**config.mk**
```make
export PLATFORM = sky130hd
export DESIGN_NAME = sum_bcd_converter
export DESIGN_NICKNAME = d
export VERILOG_FILES = /design/src/rtl/sum_bcd_converter.sv
export SDC_FILE = /design/constraint.sdc
export NUM_CORES = 1
export LEC_CHECK = 0
export BUFFER_PORTS_ARGS = -buffer_cell sky130_fd_sc_hd__buf_4
export CAP_MARGIN = 10
export CORE_ASPECT_RATIO = 1.2
export CORE_MARGIN = 5
export CORE_UTILIZATION = 40
export CTS_CLUSTER_SIZE = 25
export DETAILED_ROUTE_END_ITERATION = 12
export MAX_ROUTING_LAYER = met4
export PLACE_DENSITY = 0.58
export SYNTH_ARGS = -nofsm -noshare
export SYNTH_HDL_FRONTEND = slang
export SYNTH_SLANG_ARGS = --single-unit
```
**constraint.sdc**
```tcl
create_clock -name clk -period 3 [get_ports clk]
set_clock_uncertainty 0.15 [all_clocks]
set_input_delay 0.15 -clock clk [delete_from_list [all_inputs] [get_ports clk]]
set_output_delay 0.15 -clock clk [all_outputs]
set_load 0.02 [all_outputs]
```
**src/rtl/sum_bcd_converter.sv**
```systemverilog
// Sequential 7-bit binary to 3-digit BCD converter (double-dabble), start/busy/done handshake.
// Optional AUTO mode re-converts whenever the input sum differs from the last captured value.
module sum_bcd_converter #(
    parameter int IN_W   = 7,
    parameter int DIGITS = 3,
    parameter int AUTO   = 0
) (
    input  logic                  clk,
    input  logic                  rst,
    input  logic                  start,
    input  logic [IN_W-1:0]       bin,
    output logic                  busy,
    output logic                  done,
    output logic [4*DIGITS-1:0]   bcd
);
    localparam int SR_W  = 4*DIGITS + IN_W;
    localparam int CNT_W = (IN_W > 1) ? $clog2(IN_W) : 1;

    typedef enum logic {IDLE, CONV} state_t;

    state_t              state_q, state_d;
    logic [SR_W-1:0]     sr_q, sr_d;
    logic [CNT_W-1:0]    cnt_q, cnt_d;
    logic [IN_W-1:0]     last_bin_q, last_bin_d;
    logic [4*DIGITS-1:0] bcd_q, bcd_d;
    logic                done_q, done_d;

    logic [SR_W-1:0]     sr_adj;
    logic [SR_W-1:0]     sr_shift;
    logic                trigger;

    // Add-3 correction on every BCD nibble in parallel before the shift.
    assign sr_adj[IN_W-1:0] = sr_q[IN_W-1:0];
    for (genvar i = 0; i < DIGITS; i++) begin : g_dig
        assign sr_adj[IN_W+4*i +: 4] = (sr_q[IN_W+4*i +: 4] >= 4'd5) ?
                                       sr_q[IN_W+4*i +: 4] + 4'd3 :
                                       sr_q[IN_W+4*i +: 4];
    end
    assign sr_shift = sr_adj << 1;

    assign trigger = (AUTO != 0) ? (bin != last_bin_q) : start;

    always_comb begin
        state_d    = state_q;
        sr_d       = sr_q;
        cnt_d      = cnt_q;
        last_bin_d = last_bin_q;
        bcd_d      = bcd_q;
        done_d     = 1'b0;
        case (state_q)
            IDLE: begin
                if (trigger) begin
                    state_d    = CONV;
                    sr_d       = {{(4*DIGITS){1'b0}}, bin};
                    last_bin_d = bin;
                    cnt_d      = '0;
                end
            end
            CONV: begin
                sr_d  = sr_shift;
                cnt_d = cnt_q + CNT_W'(1);
                if (cnt_q == CNT_W'(IN_W-1)) begin
                    state_d = IDLE;
                    bcd_d   = sr_shift[SR_W-1 -: 4*DIGITS];
                    done_d  = 1'b1;
                end
            end
            default: state_d = IDLE;
        endcase
    end

    always_ff @(posedge clk or posedge rst) begin
        if (rst) begin
            state_q    <= IDLE;
            sr_q       <= '0;
            cnt_q      <= '0;
            last_bin_q <= '0;
            bcd_q      <= '0;
            done_q     <= 1'b0;
        end else begin
            state_q    <= state_d;
            sr_q       <= sr_d;
            cnt_q      <= cnt_d;
            last_bin_q <= last_bin_d;
            bcd_q      <= bcd_d;
            done_q     <= done_d;
        end
    end

    assign busy = (state_q == CONV);
    assign done = done_q;
    assign bcd  = bcd_q;
endmodule

```
After elaboration in Yosys (flattened, before gate mapping)
Cells that the tools add are included.
Word-level totals
  bits in registers: 36
  bits of input ports: 10
Cells by class
  add/sub/neg operators: 4
  $lt $le $gt $ge: 3
  eq/ne operators: 2
  multiplexer cells: 12
  bitwise logic cells: 1
  reductions and logical operators: 1
Operator list (number)
  19-bit one-hot mux with 2 select lines: 1
  19-bit 2-to-1 mux: 1
  4-bit by 3-bit >= comparator with 1-bit output (second input constant): 3
  4-bit by 2-bit adder with 4-bit output (second input constant): 2
  4-bit 2-to-1 mux: 2
  3-bit 2-to-1 mux: 2
  3-bit one-hot mux with 2 select lines: 1
  1-bit 2-to-1 mux: 4
  3-bit by 1-bit adder with 3-bit output (second input constant): 1
  3-bit by 2-bit adder with 3-bit output (second input constant): 1
  3-bit == test (second input constant): 1
  2-bit != test (second input constant): 1
  1-bit one-hot mux with 2 select lines: 1
  2-bit AND reduction: 1
  1-bit inverter: 1

Longest topological paths before layout
Gate-level depths: netlist (run 1).
  depth in word-level cells: 3
  mapped depth: 6

Worst setup path after synthesis (run 1)
OpenSTA, ideal clock, no wires.
  path type: reg-to-reg
  start: reg sr_q[15]
  end: reg sr_q[17]
  setup time: 82 ps
  arrival time: 1386 ps
  data required time: 2768 ps
  path slack: 1382 ps
  cell stages (with the launch flop): 7
  buffers on the path: 0
  cells stage by stage: dfrtp_1 -> inv_1 -> ha_1 -> nand2b_1 -> a21oi_1 -> mux2_2 -> o22ai_1
On the way
  cells in the longest elaborated chain, start to end: 3
  elaborated cells on any way between the ends: 4
  classes of those cells: 1 x add/sub; 1 x order compare; 2 x mux
RTL lines
  start, declared: RTL line 22  | logic [SR_W-1:0] sr_q, sr_d;
  start signal, assigned: RTL line 82  | sr_q <= sr_d;
  4-bit by 3-bit >= comparator with 1-bit output / 3-bit by 2-bit adder with 3-bit output (equally long branches): RTL line 35, 36
  3-bit 2-to-1 mux (*): RTL line 35  | assign sr_adj[IN_W+4*i +: 4] = (sr_q[IN_W+4*i +: 4] >= 4'd5) ?
  19-bit one-hot mux with 2 select lines (*): RTL line 50  | case (state_q)
Mark *: on every way between the ends. The rest lies on a longest branch, timed or not.
A chain may end at the register's enable or synchronous reset.

Final worst setup path (run 1)
  start: reg cnt_q[0]
  end: reg bcd_q[0] (netlist: bcd[0])
On the way
  cells in the longest elaborated chain, start to end: 2
RTL lines
  start, declared: RTL line 23  | logic [CNT_W-1:0] cnt_q, cnt_d;
  start signal, assigned: RTL line 83  | cnt_q <= cnt_d;
  3-bit == test: RTL line 62  | if (cnt_q == CNT_W'(IN_W-1)) begin
  2-bit AND reduction (no source line)
  end signal, assigned: RTL line 78  | bcd_q <= '0;
  end signal, assigned: RTL line 85  | bcd_q <= bcd_d;
  end, declared: RTL line 25  | logic [4*DIGITS-1:0] bcd_q, bcd_d;
No other way between the ends.

==> qor.log, run 1 <==
INFO  floorplan      start_util=40.6%
INFO  timing         finalSetupTns=0ns
INFO  global_routing grt_max_degree=37
INFO  timing         timing.max_slew.rel_slack=66.6%
INFO  global_routing grt_antenna_before_repair=0
INFO  setup_path     timing.critical_path.from=cnt_q[0]$_DFFE_PP0P_
INFO  cts            longest_clk_path_bufs=2
INFO  pwr            vdd_ir_drop_max=0.435mV
INFO  pwr            pwr_density_cell=1090mW/mm2
INFO  synthesis      synth_cell_types=27
INFO  worst_hold_path min_path_type=in2reg
INFO  floorplan      core-area=0.00416mm2
INFO  run            cap_viol_max_count=0
INFO  setup_path     r2r-end=bcd[0]$_DFFE_PP0P_
INFO  synthesis      synth.yosys.seq_area_share=53.3%
INFO  synthesis      synth.area.top_cells=sky130_fd_sc_hd__dfrtp_1, sky130_fd_sc_hd__o21ai_1, sky130_fd_sc_hd__ha_1
INFO  global_routing grt_overflow=0
INFO  setup_path     critical_path.cell_chain=inv_2 > ha_1 > nand3_2 > inv_2 > mux2_1
INFO  detailed_routing routed_wire_length_per_instance=12.8um
INFO  cts            number_of_clock_sinks_seen_by_cts=36
INFO  setup_path     worstSetupEndpointType=flip-flop
INFO  timing         report.final.setup_viol=0
INFO  detailed_routing detail_route.wirelength=3210um
INFO  setup_path     worst_ep_required_time=3.02ns
INFO  final_layout   util_after_layout=49.9%
INFO  timing         hold_viol=0
INFO  run_status     status=finished, final reports clean
INFO  detailed_routing final_ant_viol_nets=0
INFO  floorplan      die-height=81.2um
INFO  timing         fmax=559MHz
INFO  detailed_routing residual_drc_count=0
INFO  cts            cts_htree_levels=2
INFO  cts            cts.reportedPaths.clkPinSlew=0.07ns
INFO  setup_path     worst-endpoint-arrival=1.81ns
INFO  setup_path     register_to_register_setup_slack=1.21ns
INFO  setup_path     crit_path_frequent_cell=sky130_fd_sc_hd__inv_2
INFO  cts            tritoncts.num_buffers=5
INFO  setup_path     worst-path-buf-inv=2
INFO  setup_path     critical_path.max_fanout=17
INFO  final_layout   multi_input_area=721um2
INFO  synthesis      synth_fp_nets=179
INFO  synthesis      synth_area=0.00169mm2
INFO  final_layout   layout-drive-gt1-share=22.2%
INFO  pwr            total_leakage_power=0.982nW
INFO  synthesis      ys_top_cells_by_count=sky130_fd_sc_hd__dfrtp_1, sky130_fd_sc_hd__nand2_1, sky130_fd_sc_hd__o21ai_1, sky130_fd_sc_hd__mux2i_1, sky130_fd_sc_hd__ha_1
INFO  setup_path     worst-setup-path-type=reg2reg
INFO  synthesis      netlist.top_cell.by_area=sky130_fd_sc_hd__dfrtp_1
INFO  floorplan      die_footprint=0.00564mm2
INFO  cts            clock_tree_from_tritoncts=yes
INFO  synthesis      post-synth-top-area-fraction=53.3%
INFO  cts            clock-root-buffer=sky130_fd_sc_hd__clkbuf_8
INFO  placed_design  port_buffers=23
INFO  setup_path     startpoint_of_the_worst_slack_reg_to_reg_timing_path=cnt_q[0]$_DFFE_PP0P_
INFO  final_layout   num_antenna_cells=0
INFO  cts            worstSkewPairLatency=0.28ns
INFO  setup_path     cpMaxStageDelayCell=sky130_fd_sc_hd__dfrtp_1
INFO  synthesis      post_synth_inst_count=161
INFO  synthesis      synthFlopType=sky130_fd_sc_hd__dfrtp_1
INFO  pwr            design_power_total=0.00226W
INFO  floorplan      placement_rows=26
INFO  setup_path     cp.depth=5
INFO  detailed_routing detailroute.via_count=1244
INFO  timing         finalMaxSlewViolations=0
INFO  final_layout   final_net_count=212
INFO  global_routing vias_in_the_first_global_route=1286
INFO  setup_path     reg2reg_depth=5
INFO  synthesis      syn_area_per_cell=10.5um2
INFO  detailed_routing drt-pass1-iter-count=4
INFO  placed_design  gp_congestion=0.726
INFO  setup_path     cp-endpoint=bcd[0]$_DFFE_PP0P_
INFO  synthesis      synth_edf_count=0
INFO  placed_design  dpl.hpwl=2280um
INFO  setup_path     critPathMaxStageDelay=0.41ns
INFO  timing         finalCritPeriodShare=59.6%
INFO  floorplan      die_w=69.4um
INFO  final_layout   sequential_cell_area=901um2
INFO  final_layout   filler_cell_count_in_the_final_layout=428
INFO  synthesis      synth-seq-cells=36
INFO  detailed_routing vias_per_cell=4.98
INFO  synthesis      ys_async_sr_fraction=100%
INFO  final_layout   syn_to_final_growth=22.9%
INFO  setup_path     critical_path.startpoint_type=flip-flop
INFO  floorplan      num_io_pins=24
INFO  timing         final.min_clock_period=1.79ns
INFO  cts            cts_repair_resize_count=0
INFO  detailed_routing drt_first_iter_violations=48
INFO  synthesis      synthMostInstantiatedCell=sky130_fd_sc_hd__dfrtp_1
INFO  global_routing globalRouteTotalUtil=13.4%
INFO  timing         grt_setup_unrepaired=no
INFO  global_routing first_pass_grt_wire_length=5800um
INFO  timing         slew_of_the_pin_with_the_lowest_slew_margin=0.500ns
INFO  setup_path     cp_top_family=flip-flops
INFO  synthesis      yosysWarnings=0
## area by class of cell
| type | count | area share, % |
|---|---|---|
| clock buffer | 5 | 3.31 |
| clock inverter | 2 | 0.602 |
| inverter | 10 | 1.81 |
| multi-input combinational | 108 | 34.7 |
| sequential | 36 | 43.3 |
| tap | 56 | 3.37 |
| timing repair buffer | 33 | 12.9 |
## worst min-delay path by stage
stage | cells after the start | slack [ns] | endpoint | start
global route | 2 | 0.08 | sr_q[11]$_DFFE_PP0P_ | start
detailed placement | 3 | 0.14 | bcd[9]$_DFFE_PP0P_ | rst
floorplan | 2 | 0.16 | sr_q[0]$_DFFE_PP0P_ | bin[0]
finish | 2 | 0.07 | sr_q[11]$_DFFE_PP0P_ | start
CTS | 2 | 0.07 | sr_q[11]$_DFFE_PP0P_ | start
global placement | 3 | 0.13 | sr_q[14]$_DFFE_PP0P_ | rst
## power by group
group          switching (W)  internal [W]
combinational       0.000596      0.000491
clock               0.000165      0.000157
sequential          0.000155      0.000701
total               0.000916       0.00135
## sequential cells by signal (all words and copies together), names as in the netlist
| register | flops |
|---|---|
| busy | 1 |
| sr_q | 19 |
| cnt_q | 3 |
| bcd | 12 |
| done | 1 |
## placed cells by master (no fill, tap or decap), drive strengths merged
cell type | synthesis | routed
ha | 8 | 8
dfrtp | 36 | 36
mux2 | 5 | 5
a21oi | 8 | 8
nor2 | 3 | 3
or3 | 1 | 1
dlygate4sd3 | 0 | 8
o22ai | 6 | 6
clkinvlp | 0 | 1
mux2i | 9 | 9
o31ai | 1 | 1
inv | 10 | 10
o21ai | 21 | 21
buf | 5 | 25
xnor2 | 4 | 4
nand2 | 25 | 25
clkbuf | 2 | 5
a21o | 1 | 1
nor3 | 3 | 3
a22o | 2 | 2
clkinv | 0 | 1
nor3b | 5 | 5
nand2b | 3 | 3
nand3 | 3 | 3
## metal layers
layer  vias up  part of all wire, %  track usage [%]
met5         -                    0                -
met4         0                  1.6             5.27
met3         6                  5.1             3.71
met2        23                   52             24.0
met1       602                   41             13.9
li1        613                    -                -
## worst reg2reg max path, cell delays in order (launching register included)
cell and delay (ns):
sky130_fd_sc_hd__dfrtp_1 0.41, sky130_fd_sc_hd__inv_2 0.07, sky130_fd_sc_hd__ha_1 0.15, sky130_fd_sc_hd__nand3_2 0.27
sky130_fd_sc_hd__inv_2 0.29, sky130_fd_sc_hd__mux2_1 0.34
## logic make-up after synthesis
logic type                 Yosys count  share of synthesized area (%)
adders and majority gates            8                           5.92
xor gates and xnor gates             4                           2.07
AOI/OAI and AO/OA                   39                           13.2
buffers and inverters               17                           4.14
muxes                               14                           9.32
DFF                                 36                           53.3
and+or+nand+nor                     43                           12.1
## timing repair
item / in CTS / in global routing
setup buffers: 0 / 0
hold buffers: 8 / 0
endpoints found under the hold margin: 43 / 0
## metrics by stage
step	hold slack (ns)	std cells	area (um2)	setup WS, ns
3_5_place_dp	0.143	235	1920	1.21
3_3_place_gp	0.133	235	1920	1.24
6_report	0.0721	250	2080	1.21
4_1_cts	0.0718	250	2080	1.19
2_1_floorplan	0.156	161	1690	1.38
5_1_grt	0.0845	250	2080	1.09
Note: power is estimated with default switching activity, not from simulation.
==> run 2, diff against run 1 <==
ABC_AREA = 1   (was default)
PLACE_DENSITY = 0.6   (was 0.58)
clock period = 1.6 ns   (was 3 ns; I/O delays follow)
==> run 2 against run 1 <==
  * Die area about the same
  * Sequential power increased by 91%
  * Sequential share of layout area decreased by 0.87 points
  * Largest cell class unchanged
  * Core utilization increased by 1.0 points
==> qor.log, run 2 <==
INFO  run_status     status=finished, final reports clean
INFO  pwr            cell_internal_power=0.00244W
INFO  placed_design  dpl.hpwl=2350um
INFO  timing         finalCritPeriodShare=92.2%
INFO  final_layout   multi_input_area=686um2
INFO  timing         finalMaxSlewViolations=0
INFO  synthesis      synth_fp_nets=215
INFO  global_routing grt_overflow=0
INFO  floorplan      die_w=69.4um
INFO  detailed_routing residual_drc_count=0
INFO  placed_design  gp_congestion=0.834
INFO  setup_path     worst-setup-path-type=in2reg
INFO  final_layout   sequential_cell_area=901um2
INFO  setup_path     worst-endpoint-arrival=1.54ns
INFO  global_routing grt_max_degree=37
INFO  synthesis      yosysWarnings=0
INFO  synthesis      synth_cell_types=19
INFO  pwr            vdd_ir_drop_max=0.808mV
INFO  floorplan      start_util=40.7%
INFO  final_layout   registers.top_by_ff_count=sr_q
INFO  global_routing grt_antenna_before_repair=0
INFO  timing         hold_viol=0
INFO  setup_path     critical_path.max_fanout=3
INFO  detailed_routing routed_wire_length_per_instance=12.0um
INFO  synthesis      ys_top_cells_by_count=sky130_fd_sc_hd__nand2_1, sky130_fd_sc_hd__dfrtp_1, sky130_fd_sc_hd__nand3_1, sky130_fd_sc_hd__nor2_1, sky130_fd_sc_hd__inv_1
INFO  final_layout   final_net_count=256
INFO  setup_path     cp_top_family=buffers and inverters
INFO  final_layout   layout.cell_area.non_filler=0.00212mm2
INFO  pwr            comb_power_share=47.9%
INFO  pwr            power.sequential.fraction=38.2%
INFO  detailed_routing drt_first_iter_violations=68
INFO  detailed_routing detailroute.via_count=1423
INFO  setup_path     worstSetupEndpointType=flip-flop
INFO  floorplan      die-height=81.3um
INFO  run            cap_viol_max_count=0
INFO  final_layout   final_cell_mix=sky130_fd_sc_hd__nand2_1, sky130_fd_sc_hd__dfrtp_1, sky130_fd_sc_hd__buf_4
INFO  global_routing globalRouteTotalUtil=13.8%
INFO  pwr            switchingPower=0.00182W
INFO  timing         slew_of_the_pin_with_the_lowest_slew_margin=0.449ns
INFO  placed_design  dpl_cell_area=0.00193mm2
INFO  pwr            total_leakage_power=1.12nW
INFO  cts            cts.reportedPaths.clkPinSlew=0.07ns
INFO  synthesis      synth.yosys.seq_area_share=53.2%
INFO  cts            number_of_clock_sinks_seen_by_cts=36
INFO  cts            clock_tree_from_tritoncts=yes
INFO  global_routing vias_in_the_first_global_route=1388
INFO  cts            clock-root-buffer=sky130_fd_sc_hd__clkbuf_8
INFO  detailed_routing final_ant_viol_nets=0
INFO  pwr            clock_power_share=13.9%
INFO  synthesis      synth_area=0.00169mm2
INFO  global_routing gr-max-usage-layer=met2
INFO  global_routing groute.layer.met3.usage=4.33%
INFO  final_layout   layout_commonest_cell=sky130_fd_sc_hd__nand2_1
INFO  timing         grt_setup_unrepaired=no
INFO  setup_path     critical_path.cell_chain=dlygate4sd3_1 > buf_4 > inv_1 > nor2_1 > dlygate4sd3_1 > nor2_1
INFO  synthesis      synthMostInstantiatedCell=sky130_fd_sc_hd__nand2_1
INFO  global_routing grt_util_met1=13.7%
INFO  synthesis      netlist.top_cell.by_area=sky130_fd_sc_hd__dfrtp_1
INFO  global_routing first_pass_grt_wire_length=5940um
INFO  timing         fmax=678MHz
INFO  synthesis      syn_area_per_cell=8.59um2
INFO  cts            worstSkewPairLatency=0.28ns
INFO  final_layout   filler_cell_count_in_the_final_layout=437
INFO  synthesis      post_synth_inst_count=197
INFO  setup_path     critical_path.startpoint_type=input port
INFO  floorplan      die_footprint=0.00564mm2
INFO  timing         finalSetupTns=0ns
INFO  final_layout   num_antenna_cells=0
INFO  detailed_routing drt-pass1-iter-count=4
INFO  synthesis      synth-seq-cells=36
INFO  final_layout   syn_to_final_growth=25.3%
INFO  timing         timing.max_slew.rel_slack=70.1%
INFO  detailed_routing vias_per_cell=4.84
INFO  synthesis      ys_async_sr_fraction=100%
INFO  final_layout   max_ffs_per_register=19
INFO  setup_path     worst_ep_required_time=1.67ns
INFO  synthesis      synthFlopType=sky130_fd_sc_hd__dfrtp_1
INFO  synthesis      synth_edf_count=0
INFO  pwr            p_sw_share=42.7%
INFO  floorplan      placement_rows=26
INFO  setup_path     cpMaxStageDelayCell=sky130_fd_sc_hd__dlygate4sd3_1
INFO  floorplan      core-area=0.00416mm2
INFO  pwr            pwr_density_cell=2010mW/mm2
INFO  detailed_routing detail_route.wirelength=3530um
INFO  timing         report.final.setup_viol=0
INFO  final_layout   layout-drive-gt1-share=17.2%
INFO  floorplan      num_io_pins=24
INFO  synthesis      post-synth-top-area-fraction=53.2%
INFO  placed_design  port_buffers=23
INFO  synthesis      synth.area.top_cells=sky130_fd_sc_hd__dfrtp_1, sky130_fd_sc_hd__nand2_1, sky130_fd_sc_hd__nand3_1
INFO  setup_path     critPathMaxStageDelay=0.55ns
INFO  cts            cts_htree_levels=2
INFO  global_routing globalRouteMet2Util=25.2%
INFO  setup_path     worst-path-buf-inv=4
INFO  worst_hold_path min_path_type=in2async
INFO  cts            tritoncts.num_buffers=5
INFO  timing         final.min_clock_period=1.47ns
INFO  cts            longest_clk_path_bufs=2
INFO  final_layout   util_after_layout=50.9%
[run 2: changes by cell type after synthesis, moves of 4 or more]
| cell | delta |
|---|---|
| sky130_fd_sc_hd__xnor2_1 | -4 |
| sky130_fd_sc_hd__o22ai_1 | +4 |
| sky130_fd_sc_hd__nor3b_1 | -5 |
| sky130_fd_sc_hd__nand2_1 | +33 |
| sky130_fd_sc_hd__nand4_1 | +6 |
| sky130_fd_sc_hd__a21oi_1 | -5 |
| sky130_fd_sc_hd__nor2_1 | +15 |
| sky130_fd_sc_hd__nand3_1 | +19 |
| sky130_fd_sc_hd__o21ai_0 | +11 |
| sky130_fd_sc_hd__inv_1 | +10 |
| sky130_fd_sc_hd__buf_2 | -4 |
| sky130_fd_sc_hd__o21ai_1 | -20 |
| sky130_fd_sc_hd__mux2i_1 | -9 |
[run 2: layer usage]
layer  up-vias  wire, um
met4         0        78
met3         7       147
met2        24      1750
met5         -         0
li1        734         -
met1       658      1550
[run 2: repair_timing]
| item | in CTS | in global routing |
|---|---|---|
| hold endpoints to repair | 43 | 0 |
| resized for setup | 0 | 1 |
| setup endpoints to repair | 0 | 3 |
| hold buffers | 10 | 0 |
| buffers inserted | 0 | 1 |
[run 2: logic make-up after synthesis]
kind of cell,count (synthesis),synth area share [%]
buf+inv,24,6.58
compound gates,24,8.06
simple gates,105,26.2
fa+ha+maj,8,5.91
flops,36,53.2
[run 2: worst min-delay path: stages]
cell and delay [ns]:
sky130_fd_sc_hd__dlygate4sd3_1 0.54, sky130_fd_sc_hd__buf_4 0.13, sky130_fd_sc_hd__inv_1 0.04, sky130_fd_sc_hd__buf_4 0.38
[run 2: path summary, 6_finish.rpt]
path                                           from                    to  slack, ns  cells after the start
worst max-delay path                          start   sr_q[0]$_DFFE_PP0P_       0.13                      6
worst min-delay path                            rst  cnt_q[2]$_DFFE_PP0P_       0.30                      4
worst max register to register  sr_q[7]$_DFFE_PP0P_    bcd[1]$_DFFE_PP0P_       0.14                      8
worst min register to register   bcd[9]$_DFFE_PP0P_    bcd[9]$_DFFE_PP0P_       0.33                      2
max in group asynchronous                       rst  sr_q[17]$_DFFE_PP0P_       0.67                      4
min in group clk                 bcd[9]$_DFFE_PP0P_    bcd[9]$_DFFE_PP0P_       0.33                      2
[run 2: through the flow]
step / power [W] / hold WS (ns) / setup WS, ns / std cells
after detailed placement: 0.00365 / 0.0714 / 0.135 / 276
after global placement: 0.00361 / 0.0711 / 0.171 / 276
after global routing: 0.00467 / 0.359 / 0.0168 / 294
final: 0.00427 / 0.300 / 0.125 / 294
after floorplan: 0.00305 / 0.0740 / 0.270 / 197
after CTS: 0.00430 / 0.310 / 0.118 / 293
[run 2: layout make-up]
class	count	share of cell area (%)
Clock buffer	6	3.42
Clock inverter	1	0.236
Inverter	20	3.60
Multi-Input combinational cell	137	32.3
Sequential cell	36	42.5
Tap cell	56	3.30
Timing Repair Buffer	38	14.6
[run 2: power groups by stage]
stage / sequential, W / combinational, W / clock, W
after global placement: 0.00164 / 0.00197 / 0
after global routing: 0.00169 / 0.00232 / 0.000662
after floorplan: 0.00178 / 0.00127 / 0
after CTS: 0.00163 / 0.00204 / 0.000628
final: 0.00163 / 0.00204 / 0.000595
after detailed placement: 0.00165 / 0.00201 / 0
==> run 3, diff against run 2 <==
==> constraint.sdc (replaced) <==
create_clock -name clk -period 1.6 [get_ports clk]
set_clock_uncertainty 0.15 [all_clocks]
set_input_delay 0.16 -clock clk [delete_from_list [all_inputs] [get_ports clk]]
set_output_delay 0.16 -clock clk [all_outputs]
set_load 0.02 [all_outputs]
==> run 3 against run 2 <==
  * Non-clock buffer count decreased by 2
  * Sequential cell count is the same
  * Global-route usage fell by 0.082 points
  * Cell area down 0.94%
  * Register-to-register slack hardly changed
  * Maximum frequency grew 1.3%
  * Via count fell by 0.42%
  * Routed wire length fell by 0.57%
  * Clock-buffer cell count is the same
  * Critical path depth rose by 2
  * Power barely moved
  * Critical path type is now reg2reg
  * Largest power group unchanged
==> qor.log, run 3 (synthesis gave the netlist of run 2 again) <==
INFO  cts            longest_clk_path_bufs=2
INFO  setup_path     worst-setup-path-type=reg2reg
INFO  final_layout   filler_cell_count_in_the_final_layout=437
INFO  timing         finalSetupTns=0ns
INFO  setup_path     critical_path.cell_chain=inv_1 > ha_1 > inv_1 > nand2_1 > nand3_1 > nand2_1 > nand3_1 > nand2_1
INFO  final_layout   max_ffs_per_register=19
INFO  final_layout   final_cell_mix=sky130_fd_sc_hd__nand2_1, sky130_fd_sc_hd__dfrtp_1, sky130_fd_sc_hd__buf_4
INFO  global_routing globalRouteTotalUtil=13.8%
INFO  detailed_routing drt_first_iter_violations=67
INFO  detailed_routing final_ant_viol_nets=0
INFO  cts            clock-root-buffer=sky130_fd_sc_hd__clkbuf_8
INFO  detailed_routing detail_route.wirelength=3510um
INFO  cts            tritoncts.num_buffers=5
INFO  global_routing grt_antenna_before_repair=0
INFO  setup_path     worstSetupEndpointType=flip-flop
INFO  final_layout   layout_commonest_cell=sky130_fd_sc_hd__nand2_1
INFO  floorplan      start_util=40.7%
INFO  detailed_routing routed_wire_length_per_instance=12.0um
INFO  floorplan      core-area=0.00416mm2
INFO  setup_path     critical_path.max_fanout=4
INFO  run_status     status=finished, final reports clean
INFO  setup_path     register_to_register_setup_slack=0.14ns
INFO  pwr            comb_power_share=47.8%
INFO  detailed_routing vias_per_cell=4.85
INFO  final_layout   syn_to_final_growth=24.1%
INFO  final_layout   multi_input_area=686um2
INFO  cts            number_of_clock_sinks_seen_by_cts=36
INFO  pwr            pwr_density_cell=2030mW/mm2
INFO  setup_path     crit_path_frequent_cell=sky130_fd_sc_hd__nand2_1
INFO  pwr            clock_power_share=13.9%
INFO  placed_design  port_buffers=23
INFO  placed_design  gp_congestion=0.834
INFO  setup_path     cpMaxStageDelayCell=sky130_fd_sc_hd__dfrtp_1
INFO  floorplan      placement_rows=26
INFO  pwr            switchingPower=0.00182W
INFO  floorplan      die-height=81.3um
INFO  run            cap_viol_max_count=0
INFO  setup_path     critPathMaxStageDelay=0.38ns
INFO  timing         timing.max_slew.rel_slack=70.3%
INFO  global_routing vias_in_the_first_global_route=1377
INFO  timing         grt_setup_unrepaired=no
INFO  timing         final.min_clock_period=1.46ns
INFO  timing         slew_of_the_pin_with_the_lowest_slew_margin=0.446ns
INFO  global_routing grt_overflow=0
INFO  floorplan      num_io_pins=24
INFO  placed_design  dpl.hpwl=2350um
INFO  cts            cts.reportedPaths.clkPinSlew=0.06ns
INFO  timing         report.final.setup_viol=0
INFO  cts            cts_htree_levels=2
INFO  final_layout   num_antenna_cells=0
INFO  cts            clock_tree_from_tritoncts=yes
INFO  global_routing grt_max_degree=37
INFO  floorplan      die_w=69.4um
INFO  timing         finalCritPeriodShare=91.0%
INFO  placed_design  placement.setup.worst_slack=0.135ns
INFO  pwr            power.sequential.fraction=38.3%
INFO  final_layout   registers.top_by_ff_count=sr_q
INFO  setup_path     critical_path.startpoint_type=flip-flop
INFO  pwr            vdd_ir_drop_max=0.804mV
INFO  timing         hold_viol=0
INFO  timing         finalMaxSlewViolations=0
INFO  pwr            p_sw_share=42.7%
INFO  final_layout   final_net_count=254
INFO  floorplan      die_footprint=0.00564mm2
INFO  timing         final.setup.worst_slack=0.145ns
INFO  final_layout   sequential_cell_area=901um2
INFO  pwr            total_leakage_power=1.11nW
INFO  setup_path     worst_ep_required_time=1.62ns
INFO  detailed_routing detailroute.via_count=1417
INFO  worst_hold_path min_path_type=in2reg
INFO  detailed_routing drt-pass1-iter-count=4
INFO  final_layout   layout-drive-gt1-share=17.4%
INFO  setup_path     worst-path-buf-inv=2
INFO  timing         fmax=687MHz
INFO  pwr            cell_internal_power=0.00244W
INFO  cts            worstSkewPairLatency=0.28ns
INFO  detailed_routing residual_drc_count=0
INFO  setup_path     worst-endpoint-arrival=1.48ns
INFO  setup_path     cp_top_family=simple AND/OR/NAND/NOR gates
INFO  global_routing first_pass_grt_wire_length=5910um
[run 3: power by group through the flow]
stage / logic, W / registers [W] / clock network, W
floorplan: 0.00127 / 0.00178 / 0
global placement: 0.00197 / 0.00164 / 0
detailed placement: 0.00201 / 0.00165 / 0
CTS: 0.00204 / 0.00163 / 0.000628
global route: 0.00232 / 0.00169 / 0.000662
finish: 0.00204 / 0.00163 / 0.000592
[run 3: worst min-delay path: cells and delay by family]
kind	cells	cell delay [ns]
AO/OA/AOI/OAI	1	0.09
buffers and inverters	1	0.09
AND/OR/NAND/NOR	1	0.10
[run 3: final timing paths]
check / from / end / cells after the start
min reg2reg: bcd[8]$_DFFE_PP0P_ / bcd[8]$_DFFE_PP0P_ / 2
max: sr_q[7]$_DFFE_PP0P_ / bcd[1]$_DFFE_PP0P_ / 8
max reg2reg: sr_q[7]$_DFFE_PP0P_ / bcd[1]$_DFFE_PP0P_ / 8
min: start / sr_q[0]$_DFFE_PP0P_ / 3
max in group asynchronous: rst / sr_q[17]$_DFFE_PP0P_ / 4
min in group asynchronous: rst / cnt_q[2]$_DFFE_PP0P_ / 4
[run 3: timing repair]
action	CTS	global route
setup buffers	0	1
hold buffers	8	0
endpoints found under the hold margin	43	0
setup endpoints to repair	0	3
gates resized for setup	0	1
[run 3: per-layer routing]
metal  vias to the layer above  part of all wire (%)  track usage [%]  routed length, um
met4                         0                   2.2             5.86                 78
met1                       649                    43             13.7               1500
met3                         7                   4.8             4.33                168
met5                         -                     0                -                  0
li1                        732                     -                -                  -
met2                        29                    50             24.9               1760
[run 3: per-stage QoR]
stage	power, W	instances	hold slack, ns	area, um2	utilization (%)
after floorplan	0.00305	197	0.154	1690	-
after global placement	0.00361	276	0.151	1930	46.4
after detailed placement	0.00365	276	0.151	1930	46.4
after CTS	0.00430	291	0.00566	2090	50.2
after global routing	0.00467	292	0.0616	2100	50.5
final	0.00426	292	0.0466	2100	50.5
[run 3: area by class of cell]
type	instances	area share (%)
timing repair buffer	36	13.8
tap	56	3.34
sequential	36	42.9
clock buffer	6	3.45
inverter	20	3.63
clock inverter	1	0.238
multi-input combinational	137	32.6
